<file path="config.mk">
export PLATFORM = sky130hd
export DESIGN_NAME = pipe_stage_skid_flat
export DESIGN_NICKNAME = d
export VERILOG_FILES = /design/src/rtl/pipe_stage_skid_pkg.sv /design/src/rtl/pipe_stage_skid_if.sv /design/src/rtl/pipe_stage_skid_flush_timer.sv /design/src/rtl/pipe_stage_skid.sv /design/src/flat_wrapper.sv
export SDC_FILE = /design/constraint.sdc
export NUM_CORES = 1
export LEC_CHECK = 0
export CAP_MARGIN = 20
export CORE_ASPECT_RATIO = 0.8
export CORE_UTILIZATION = 45
export CTS_CLUSTER_DIAMETER = 200
export DETAILED_ROUTE_END_ITERATION = 10
export HOLD_SLACK_MARGIN = 0.08
export PLACE_DENSITY = 0.84
export SYNTH_ARGS = -nofsm -noshare
export SYNTH_HDL_FRONTEND = slang
export SYNTH_SLANG_ARGS = --single-unit
</file>
<file path="constraint.sdc">
create_clock -name i_clk -period 1.75 [get_ports i_clk]
set_input_delay 0.175 -clock i_clk [delete_from_list [all_inputs] [get_ports i_clk]]
set_output_delay 0.175 -clock i_clk [all_outputs]
set_load 0.005 [all_outputs]
</file>
<file path="src/rtl/pipe_stage_skid_pkg.sv">
// rtl/pipe_stage_skid_pkg.sv - shared types, constants and helpers for the pipeline stage
package pipe_pkg;

  typedef enum logic [1:0] {
    OCC_EMPTY = 2'd0,
    OCC_ONE   = 2'd1,
    OCC_FULL  = 2'd2
  } occ_t;

  localparam int unsigned NOP_WORD = 0;

  // Width needed to hold the delay count itself; never narrower than one bit.
  function automatic int flush_cnt_w(input int delay);
    return (delay < 1) ? 1 : $clog2(delay + 1);
  endfunction

endpackage

</file>
<file path="src/rtl/pipe_stage_skid_if.sv">
// rtl/pipe_stage_skid_if.sv - upstream/downstream handshake and control bundle for the stage
interface pipe_stage_skid_if #(
  parameter int DATA_W = 32,
  parameter int PC_W   = 32
);
  logic              i_valid;
  logic              o_ready;
  logic [PC_W-1:0]   i_pc;
  logic [DATA_W-1:0] i_data;
  logic              i_flush;
  logic              i_hold;
  logic              o_valid;
  logic              i_ready;
  logic [PC_W-1:0]   o_pc;
  logic [DATA_W-1:0] o_data;
  logic              o_flush_pend;
  logic [1:0]        o_occupancy;

  modport slave (
    input  i_valid, i_pc, i_data, i_flush, i_hold, i_ready,
    output o_ready, o_valid, o_pc, o_data, o_flush_pend, o_occupancy
  );

  modport master (
    output i_valid, i_pc, i_data, i_flush, i_hold, i_ready,
    input  o_ready, o_valid, o_pc, o_data, o_flush_pend, o_occupancy
  );
endinterface

</file>
<file path="src/rtl/pipe_stage_skid_flush_timer.sv">
// rtl/pipe_stage_skid_flush_timer.sv - delayed flush counter: i_hold arms, expire fires FLUSH_DELAY edges later
module pipe_flush_timer
  import pipe_pkg::*;
#(
  parameter int FLUSH_DELAY = 1
) (
  input  logic i_clk,
  input  logic i_rst_n,
  input  logic i_hold,
  input  logic i_flush,
  output logic expire,
  output logic pending
);

  generate
    if (FLUSH_DELAY == 0) begin : g_immediate
      assign expire  = i_hold;
      assign pending = 1'b0;
    end else begin : g_counted
      localparam int CW = flush_cnt_w(FLUSH_DELAY);

      logic [CW-1:0] cnt_q;
      logic          pend_q;

      // Counter reaches 0 on the flushing edge, so the last armed cycle sees 1.
      assign expire  = pend_q && (cnt_q == CW'(1));
      assign pending = pend_q;

      always_ff @(posedge i_clk or negedge i_rst_n) begin
        if (!i_rst_n) begin
          cnt_q  <= '0;
          pend_q <= 1'b0;
        end else if (i_flush) begin
          cnt_q  <= '0;
          pend_q <= 1'b0;
        end else if (pend_q) begin
          cnt_q <= cnt_q - CW'(1);
          if (expire) pend_q <= 1'b0;
        end else if (i_hold) begin
          cnt_q  <= CW'(FLUSH_DELAY);
          pend_q <= 1'b1;
        end
      end
    end
  endgenerate

endmodule

</file>
<file path="src/rtl/pipe_stage_skid.sv">
// rtl/pipe_stage_skid.sv - registered-ready pipeline stage with two-entry skid and flush control
// PIPE_STAGE_BUBBLE_ZERO_EN: clear payload/PC to NOP_WORD whenever the stage empties.
module pipe_stage_skid
  import pipe_pkg::*;
#(
  parameter int DATA_W      = 32,
  parameter int PC_W        = 32,
  parameter int FLUSH_DELAY = 1
) (
  input  logic              i_clk,
  input  logic              i_rst_n,
  pipe_stage_skid_if.slave  bus
);

`ifdef PIPE_STAGE_BUBBLE_ZERO_EN
  localparam bit BUBBLE_ZERO = 1'b1;
`else
  localparam bit BUBBLE_ZERO = 1'b0;
`endif

  occ_t              occ_q, occ_n;
  logic              ready_q;
  logic [PC_W-1:0]   main_pc_q, skid_pc_q;
  logic [DATA_W-1:0] main_data_q, skid_data_q;
  logic              accept, drain, flush_eff, timer_expire, timer_pend;
  logic              ld_main_in, ld_main_skid, ld_skid, to_empty, clr;

  pipe_flush_timer #(.FLUSH_DELAY(FLUSH_DELAY)) u_flush_timer (
    .i_clk   (i_clk),
    .i_rst_n (i_rst_n),
    .i_hold  (bus.i_hold),
    .i_flush (bus.i_flush),
    .expire  (timer_expire),
    .pending (timer_pend)
  );

  assign accept    = bus.i_valid && ready_q;
  assign drain     = (occ_q != OCC_EMPTY) && bus.i_ready;
  assign flush_eff = bus.i_flush || timer_expire;
  assign clr       = BUBBLE_ZERO && to_empty;

  always_comb begin
    occ_n        = occ_q;
    ld_main_in   = 1'b0;
    ld_main_skid = 1'b0;
    ld_skid      = 1'b0;
    to_empty     = 1'b0;
    if (flush_eff) begin
      occ_n    = OCC_EMPTY;
      to_empty = 1'b1;
    end else begin
      case (occ_q)
        OCC_EMPTY: if (accept) begin
          occ_n      = OCC_ONE;
          ld_main_in = 1'b1;
        end
        OCC_ONE: begin
          if (accept && !drain) begin
            occ_n   = OCC_FULL;
            ld_skid = 1'b1;
          end else if (accept && drain) begin
            ld_main_in = 1'b1;
          end else if (drain) begin
            occ_n    = OCC_EMPTY;
            to_empty = 1'b1;
          end
        end
        OCC_FULL: if (drain) begin
          occ_n        = OCC_ONE;
          ld_main_skid = 1'b1;
        end
        default: begin
          occ_n    = OCC_EMPTY;
          to_empty = 1'b1;
        end
      endcase
    end
  end

  // Ready is a flop of the next occupancy so i_ready never reaches o_ready combinationally.
  always_ff @(posedge i_clk or negedge i_rst_n) begin
    if (!i_rst_n) begin
      occ_q   <= OCC_EMPTY;
      ready_q <= 1'b1;
    end else begin
      occ_q   <= occ_n;
      ready_q <= (occ_n != OCC_FULL);
    end
  end

  always_ff @(posedge i_clk or negedge i_rst_n) begin
    if (!i_rst_n) begin
      main_pc_q   <= '0;
      main_data_q <= '0;
      skid_pc_q   <= '0;
      skid_data_q <= '0;
    end else if (clr) begin
      main_pc_q   <= PC_W'(NOP_WORD);
      main_data_q <= DATA_W'(NOP_WORD);
      skid_pc_q   <= PC_W'(NOP_WORD);
      skid_data_q <= DATA_W'(NOP_WORD);
    end else begin
      if (ld_main_in) begin
        main_pc_q   <= bus.i_pc;
        main_data_q <= bus.i_data;
      end else if (ld_main_skid) begin
        main_pc_q   <= skid_pc_q;
        main_data_q <= skid_data_q;
      end
      if (ld_skid) begin
        skid_pc_q   <= bus.i_pc;
        skid_data_q <= bus.i_data;
      end
    end
  end

  assign bus.o_ready      = ready_q;
  assign bus.o_valid      = (occ_q != OCC_EMPTY);
  assign bus.o_pc         = main_pc_q;
  assign bus.o_data       = main_data_q;
  assign bus.o_flush_pend = timer_pend;
  assign bus.o_occupancy  = occ_q;

endmodule

</file>
<file path="src/flat_wrapper.sv">
// flat-port wrapper written by rule: the top's interface ports become plain ports
module pipe_stage_skid_flat import pipe_pkg::*;
#(
  parameter int DATA_W      = 32,
  parameter int PC_W        = 32,
  parameter int FLUSH_DELAY = 1
)
  (i_clk, i_rst_n, bus_i_valid, bus_i_pc, bus_i_data, bus_i_flush, bus_i_hold, bus_i_ready, bus_o_ready, bus_o_valid, bus_o_pc, bus_o_data, bus_o_flush_pend, bus_o_occupancy);
  pipe_stage_skid_if #(.DATA_W(DATA_W), .PC_W(PC_W)) bus_i ();
  input  logic i_clk;
  input  logic i_rst_n;
  input wire logic [$bits(bus_i.i_valid)-1:0] bus_i_valid;
  input wire logic [$bits(bus_i.i_pc)-1:0] bus_i_pc;
  input wire logic [$bits(bus_i.i_data)-1:0] bus_i_data;
  input wire logic [$bits(bus_i.i_flush)-1:0] bus_i_flush;
  input wire logic [$bits(bus_i.i_hold)-1:0] bus_i_hold;
  input wire logic [$bits(bus_i.i_ready)-1:0] bus_i_ready;
  output wire logic [$bits(bus_i.o_ready)-1:0] bus_o_ready;
  output wire logic [$bits(bus_i.o_valid)-1:0] bus_o_valid;
  output wire logic [$bits(bus_i.o_pc)-1:0] bus_o_pc;
  output wire logic [$bits(bus_i.o_data)-1:0] bus_o_data;
  output wire logic [$bits(bus_i.o_flush_pend)-1:0] bus_o_flush_pend;
  output wire logic [$bits(bus_i.o_occupancy)-1:0] bus_o_occupancy;
  assign bus_i.i_valid = bus_i_valid;
  assign bus_i.i_pc = bus_i_pc;
  assign bus_i.i_data = bus_i_data;
  assign bus_i.i_flush = bus_i_flush;
  assign bus_i.i_hold = bus_i_hold;
  assign bus_i.i_ready = bus_i_ready;
  assign bus_o_ready = bus_i.o_ready;
  assign bus_o_valid = bus_i.o_valid;
  assign bus_o_pc = bus_i.o_pc;
  assign bus_o_data = bus_i.o_data;
  assign bus_o_flush_pend = bus_i.o_flush_pend;
  assign bus_o_occupancy = bus_i.o_occupancy;
  pipe_stage_skid #(.DATA_W(DATA_W), .PC_W(PC_W), .FLUSH_DELAY(FLUSH_DELAY)) u_core (.i_clk(i_clk), .i_rst_n(i_rst_n), .bus(bus_i));
endmodule
</file>
==> results of run 1 <==
[flip-flops by register name, summed over array words and instances, names as in the netlist]
register	cells
u_core.u_flush_timer.g_counted.cnt_q	1
u_core.skid_pc_q	32
u_core.skid_data_q	32
u_core.bus.o_data	32
u_core.bus.o_ready	1
u_core.bus.o_pc	32
u_core.bus.o_occupancy	2
u_core.u_flush_timer.pending	1
[worst max-delay path, delay by kind of cell (launching register included)]
family                 cells  cell delay (ps)
and+or+nand+nor            2              360
DFF                        1              570
AOI/OAI and AO/OA          2              220
buffers and inverters      3              530
[area by class of cell]
class                           count  area share (%)
Sequential cell                   133            38.8
Tap cell                          171            2.49
Clock buffer                       20            5.44
Multi-Input combinational cell    282            27.7
Clock inverter                     12            2.04
Timing Repair Buffer              183            23.5
[routing by layer]
layer  vias up  track usage (%)  wire length, µm
met5         -                0                0
met4         0             8.51              301
met3        29             7.68             1160
met2       183             34.9             7410
met1      2194             28.5             6540
li1       1946                -                -
[cell usage after synthesis]
| library cell | number |
|---|---|
| nand3_1 | 1 |
| nor3_1 | 2 |
| o21ai_0 | 1 |
| dfrtp_1 | 132 |
| buf_6 | 6 |
| nor2b_1 | 1 |
| nand2_1 | 68 |
| nor4_4 | 1 |
| nor4b_1 | 1 |
| a21o_2 | 1 |
| dfstp_2 | 1 |
| buf_2 | 14 |
| and3_1 | 1 |
| o21bai_1 | 1 |
| or2b_4 | 1 |
| mux2_4 | 60 |
| clkbuf_1 | 12 |
| or2_2 | 1 |
| mux2_2 | 4 |
| nor2_1 | 5 |
| a21o_1 | 1 |
| a2bb2oi_1 | 64 |
| a21oi_1 | 68 |
[power by group through the flow]
stage | Sequential, mW | Combinational [mW] | Clock [mW]
global placement | 4.39 | 2.29 | 0
CTS | 4.41 | 2.41 | 3.90
floorplan | 4.34 | 1.20 | 0
detailed placement | 4.42 | 2.40 | 0
finish | 4.46 | 2.53 | 3.85
global route | 4.53 | 2.72 | 4.05
[worst paths after layout]
path,from,end,slack [ps],cells after the start
max,u_core.bus.o_ready$_DFF_PN1_,u_core.bus.o_pc[20]$_DFFE_PN0P_,-20,7
min,i_rst_n,u_core.bus.o_occupancy[0]$_DFF_PN0_,240,2
max reg2reg,u_core.bus.o_ready$_DFF_PN1_,u_core.bus.o_pc[20]$_DFFE_PN0P_,-20,7
min reg2reg,u_core.skid_pc_q[2]$_DFFE_PN0P_,u_core.skid_pc_q[2]$_DFFE_PN0P_,510,1
max in group asynchronous,i_rst_n,u_core.bus.o_pc[27]$_DFFE_PN0P_,890,3
min in group i_clk,bus_i_data[22],u_core.bus.o_data[22]$_DFFE_PN0P_,360,2
[logic make-up (layout without fill, tap and decap cells)]
family,count (synthesis),in the layout,synth area share [%]
compound gates,136,136,16.2
buf+inv,32,215,3.18
flops,133,133,58.0
mux,64,64,16.5
simple gates,82,82,6.09
[timing repair]
item,in CTS,in global routing
setup buffers,1,5
setup endpoints to repair,26,119
resized for setup,2,30
endpoints found under the hold margin,65,0
hold buffers,1,0
gates cloned,0,9
pin swaps,0,9
==> impl_metrics.tcl, run 1 <==
set metrics [dict create \
    status "finished, violations left" \
    violations "negative setup slack" \
    rsz0062_at_grt "yes" \
    portBuffers 138 \
    crit_top_cell "buf_6" \
    finalHoldViolCount 0 \
    crit_chain "nand2_4 -> buf_6 -> nor4b_4 -> buf_6 -> clkbuf_16 -> a21oi_1 -> a2bb2oi_1" \
    synthCells 447 \
    fillers 804 \
    switching_power_mw 2.73 \
    p_seq_share_pct 41.1 \
    layout_commonest_cell "clkdlybuf4s50_1" \
    leakagePower_nw 3.85 \
    whs_ps 240 \
    clk-insertion-delay-late_ps 420 \
    multi_input_area_um2 2370 \
    grt_max_degree 51 \
    synthTopCellsByArea "dfrtp_1, mux2_4, a2bb2oi_1" \
    final_area_um2 8580 \
    overflow 0 \
    endpoint_kind "flop" \
    yosysTopAreaCell "dfrtp_1" \
    fmax_mhz 564 \
    maxSlewViolCount 0 \
    die_x_um 128 \
    power_frac_comb_pct 23.4 \
    max_stage_delay_ps 570 \
    dieArea_um2 13200 \
    cts_buffer_depth 2 \
    die_y_um 103 \
    nNetsFinal 687 \
    cts_max_level 4 \
    wl_um 15400 \
    synth_top_area_share_pct 57.6 \
    worstPathRequired_ps 2070 \
    cts_root_buf "clkbuf_16" \
    finalSetupTns_ps -43.6 \
    cp_slowest_cell "dfstp_2" \
    syn_nets 517 \
    placedCellCount 753 \
    drive_above_1_share_pct 26.7 \
    switching_share_pct 25.2 \
    yosysSeqAreaShare_pct 58.0 \
    vias 4352 \
    setup_viol 2 \
    via_per_inst 5.43 \
    final_cell_mix "clkdlybuf4s50_1, dfrtp_1, nand2_1, mux2_4, a21oi_1" \
    ys_warn_count 0 \
    grt_pass1_vias 4420 \
    place_area_um2 7520 \
    n_antenna_cell 0 \
    row_count 36 \
    synth-seq-cells 133 \
    dp_hpwl_um 8980 \
    critPathMaxFanout 7 \
    initial_utilization_pct 46.7 \
    cts_tree "built" \
    setup_ws_ps -24.0 \
    numClockSinks 133 \
    drc_errors 0 \
    finalPower_mw 10.8 \
    io_pins 139 \
    drt_iter0_markers 274 \
    regArea_um2 3330 \
    hp-class "in -> async" \
    synth_area_um2 5740 \
    pwr-share-clk_pct 35.5 \
    critical_path_class "reg -> reg" \
    grt_usage_pct 22.2 \
    startpoint_type "flop" \
    cp.arrival_ps 2100 \
    syn_avg_cell_area_um2 12.8 \
    first_pass_iters 4 \
    skew_ps 4.77 \
    ant_nets 0 \
    syn2layout_area_growth_pct 49.6 \
    finalCritPeriodShare_pct 101 \
    core-area_um2 12300 \
    wl_per_cell_um 19.2 \
    grt_pass1_wl_um 22200 \
    min_period_ps 1770 \
    tightest_slew_ps 435 \
    p_int_mw 8.11 \
    ir_worst_vdd_uv 702 \
    numCtsBuffers 17 \
    grt_antenna_before_repair 0 \
    pre_cts_slack_ps -240 \
    gp_congestion 0.821 \
    stdcell_count 801 \
    max_cap_viol_count 0 \
    synth.distinct_cells 23 \
    max_slew_margin_pct 71.0 \
    utilization_pct 69.8 \
    power_density_nw_per_um2 1260 \
    path_clk_slew_ps 60 \
]
(Power assumes the default switching activity.)
==> run 2, diff against run 1 <==
Settings changed: REMOVE_ABC_BUFFERS set to 1.
==> impl_metrics.tcl, run 2 (synthesis results as in run 1) <==
set metrics [dict create \
    critical_path_class "reg -> reg" \
    grt_pass1_wl_um 22800 \
    clk-insertion-delay-late_ps 420 \
    first_pass_iters 4 \
    vias 4369 \
    crit_chain "or2b_4 -> nor4_4 -> buf_6 -> clkbuf_16 -> mux2_4" \
    fmax_mhz 560 \
    endpoint_kind "flop" \
    grt_antenna_before_repair 0 \
    via_per_inst 5.47 \
    path_clk_slew_ps 60 \
    rsz0062_at_grt "yes" \
    overflow 0 \
    drive_above_1_share_pct 26.5 \
    status "finished, violations left" \
    grt_usage_pct 22.7 \
    nNetsFinal 684 \
    wl_per_cell_um 18.9 \
    worstPathRequired_ps 2040 \
    layout_commonest_cell "clkdlybuf4s50_1" \
    critPathMaxFanout 7 \
    finalPower_mw 10.4 \
    whs_ps 271 \
    cts_root_buf "clkbuf_16" \
    ir_worst_vdd_uv 648 \
    wl_um 15100 \
    finalSetupTns_ps -455 \
    min_period_ps 1790 \
    syn2layout_area_growth_pct 47.7 \
    hp-class "in -> async" \
    cp_top_family "simple AND/OR/NAND/NOR gates" \
    numCtsBuffers 17 \
    grt_max_degree 47 \
    tightest_slew_ps 461 \
    cts_buffer_depth 2 \
    skew_ps 8.38 \
    row_count 36 \
    power_density_nw_per_um2 1230 \
    utilization_pct 68.9 \
    drc_errors 0 \
    maxSlewViolCount 0 \
    grt_use_met2_pct 36.2 \
    numClockSinks 133 \
    grt_pass1_vias 4468 \
    portBuffers 138 \
    violations "negative setup slack" \
    die_y_um 103 \
    grt-busiest-layer "met2" \
    max_stage_delay_ps 350 \
    core-area_um2 12300 \
    cts_max_level 4 \
    setup_ws_ps -35.9 \
    final_cell_mix "clkdlybuf4s50_1, dfrtp_1, nand2_1, mux2_4, a21oi_1" \
    cts_tree "built" \
    die_x_um 128 \
    setup_viol 31 \
    startpoint_type "flop" \
    dieArea_um2 13200 \
    grtUsageMet1_pct 29.0 \
    use_met3_pct 6.12 \
    multi_input_area_um2 2410 \
    ant_nets 0 \
    regArea_um2 3330 \
    finalHoldViolCount 0 \
    max_cap_viol_count 0 \
    cp.arrival_ps 2080 \
    gp_congestion 0.797 \
    dp_hpwl_um 9350 \
    leakagePower_nw 3.79 \
    cp_slowest_cell "dfrtp_1" \
    io_pins 139 \
    n_antenna_cell 0 \
    critPathBufInv 2 \
    initial_utilization_pct 46.7 \
    finalCritPeriodShare_pct 102 \
    fillers 813 \
    max_slew_margin_pct 69.2 \
    drt_iter0_markers 312 \
]
-- run 2: cell count changes in the layout (fill, tap and decap cells not counted), moves of 3 or more --
cell        change
a2bb2oi_1       -4
buf_6           +6
clkinvlp_4      -3
clkbuf_16       -5
buf_4           -7
a21oi_2         +4
buf_8           +3
a2bb2oi_2       +4
a21oi_1         -3
clkbuf_1        +9
-- run 2: final timing paths --
kind	startpoint	endpoint	slack, ps	cells past startpoint
setup reg to reg	u_core.bus.o_occupancy[0]$_DFF_PN0_	u_core.skid_data_q[12]$_DFFE_PN0P_	-40	5
setup / recovery	u_core.bus.o_occupancy[0]$_DFF_PN0_	u_core.skid_data_q[12]$_DFFE_PN0P_	-40	5
hold / removal	i_rst_n	u_core.skid_pc_q[21]$_DFFE_PN0P_	270	2
min in group i_clk	bus_i_hold	u_core.u_flush_timer.pending$_DFF_PN0_	350	3
hold reg to reg	u_core.skid_pc_q[6]$_DFFE_PN0P_	u_core.skid_pc_q[6]$_DFFE_PN0P_	510	1
max in group asynchronous	i_rst_n	u_core.bus.o_pc[25]$_DFFE_PN0P_	900	3
-- run 2: final cells by class --
cell class,instances,share of cell area (%)
Clock inverter,4,0.827
Multi-Input combinational cell,282,28.4
Sequential cell,133,39.3
Tap cell,171,2.53
Clock buffer,28,5.75
Timing Repair Buffer,180,23.2
-- run 2: metal layers --
metal / vias to the layer above / share of wire [%]
li1: 1951 / -
met1: 2198 / 44
met2: 183 / 49
met3: 37 / 5.5
met4: 0 / 2.3
met5: - / 0
-- run 2: repair_timing --
item,in CTS,in global routing
pin swaps,1,5
cloned,0,3
buffers inserted,0,5
endpoints found under the setup margin,35,127
endpoints found under the hold margin,54,0
gates resized for setup,7,50
hold buffers,1,0
-- run 2: power by group --
group | switching (mW) | total (mW) | internal (mW)
Sequential | 0.558 | 4.46 | 3.91
Clock | 1.24 | 3.40 | 2.17
Combinational | 0.822 | 2.54 | 1.72
-- run 2: through the flow --
step | instances | setup slack [ps] | cell area (µm²)
detailed placement | 757 | -253 | 7550
finish | 798 | -35.9 | 8470
floorplan | 415 | -4160 | 5550
global route | 798 | -83.4 | 8470
global placement | 757 | -192 | 7550
CTS | 790 | -26.4 | 8140
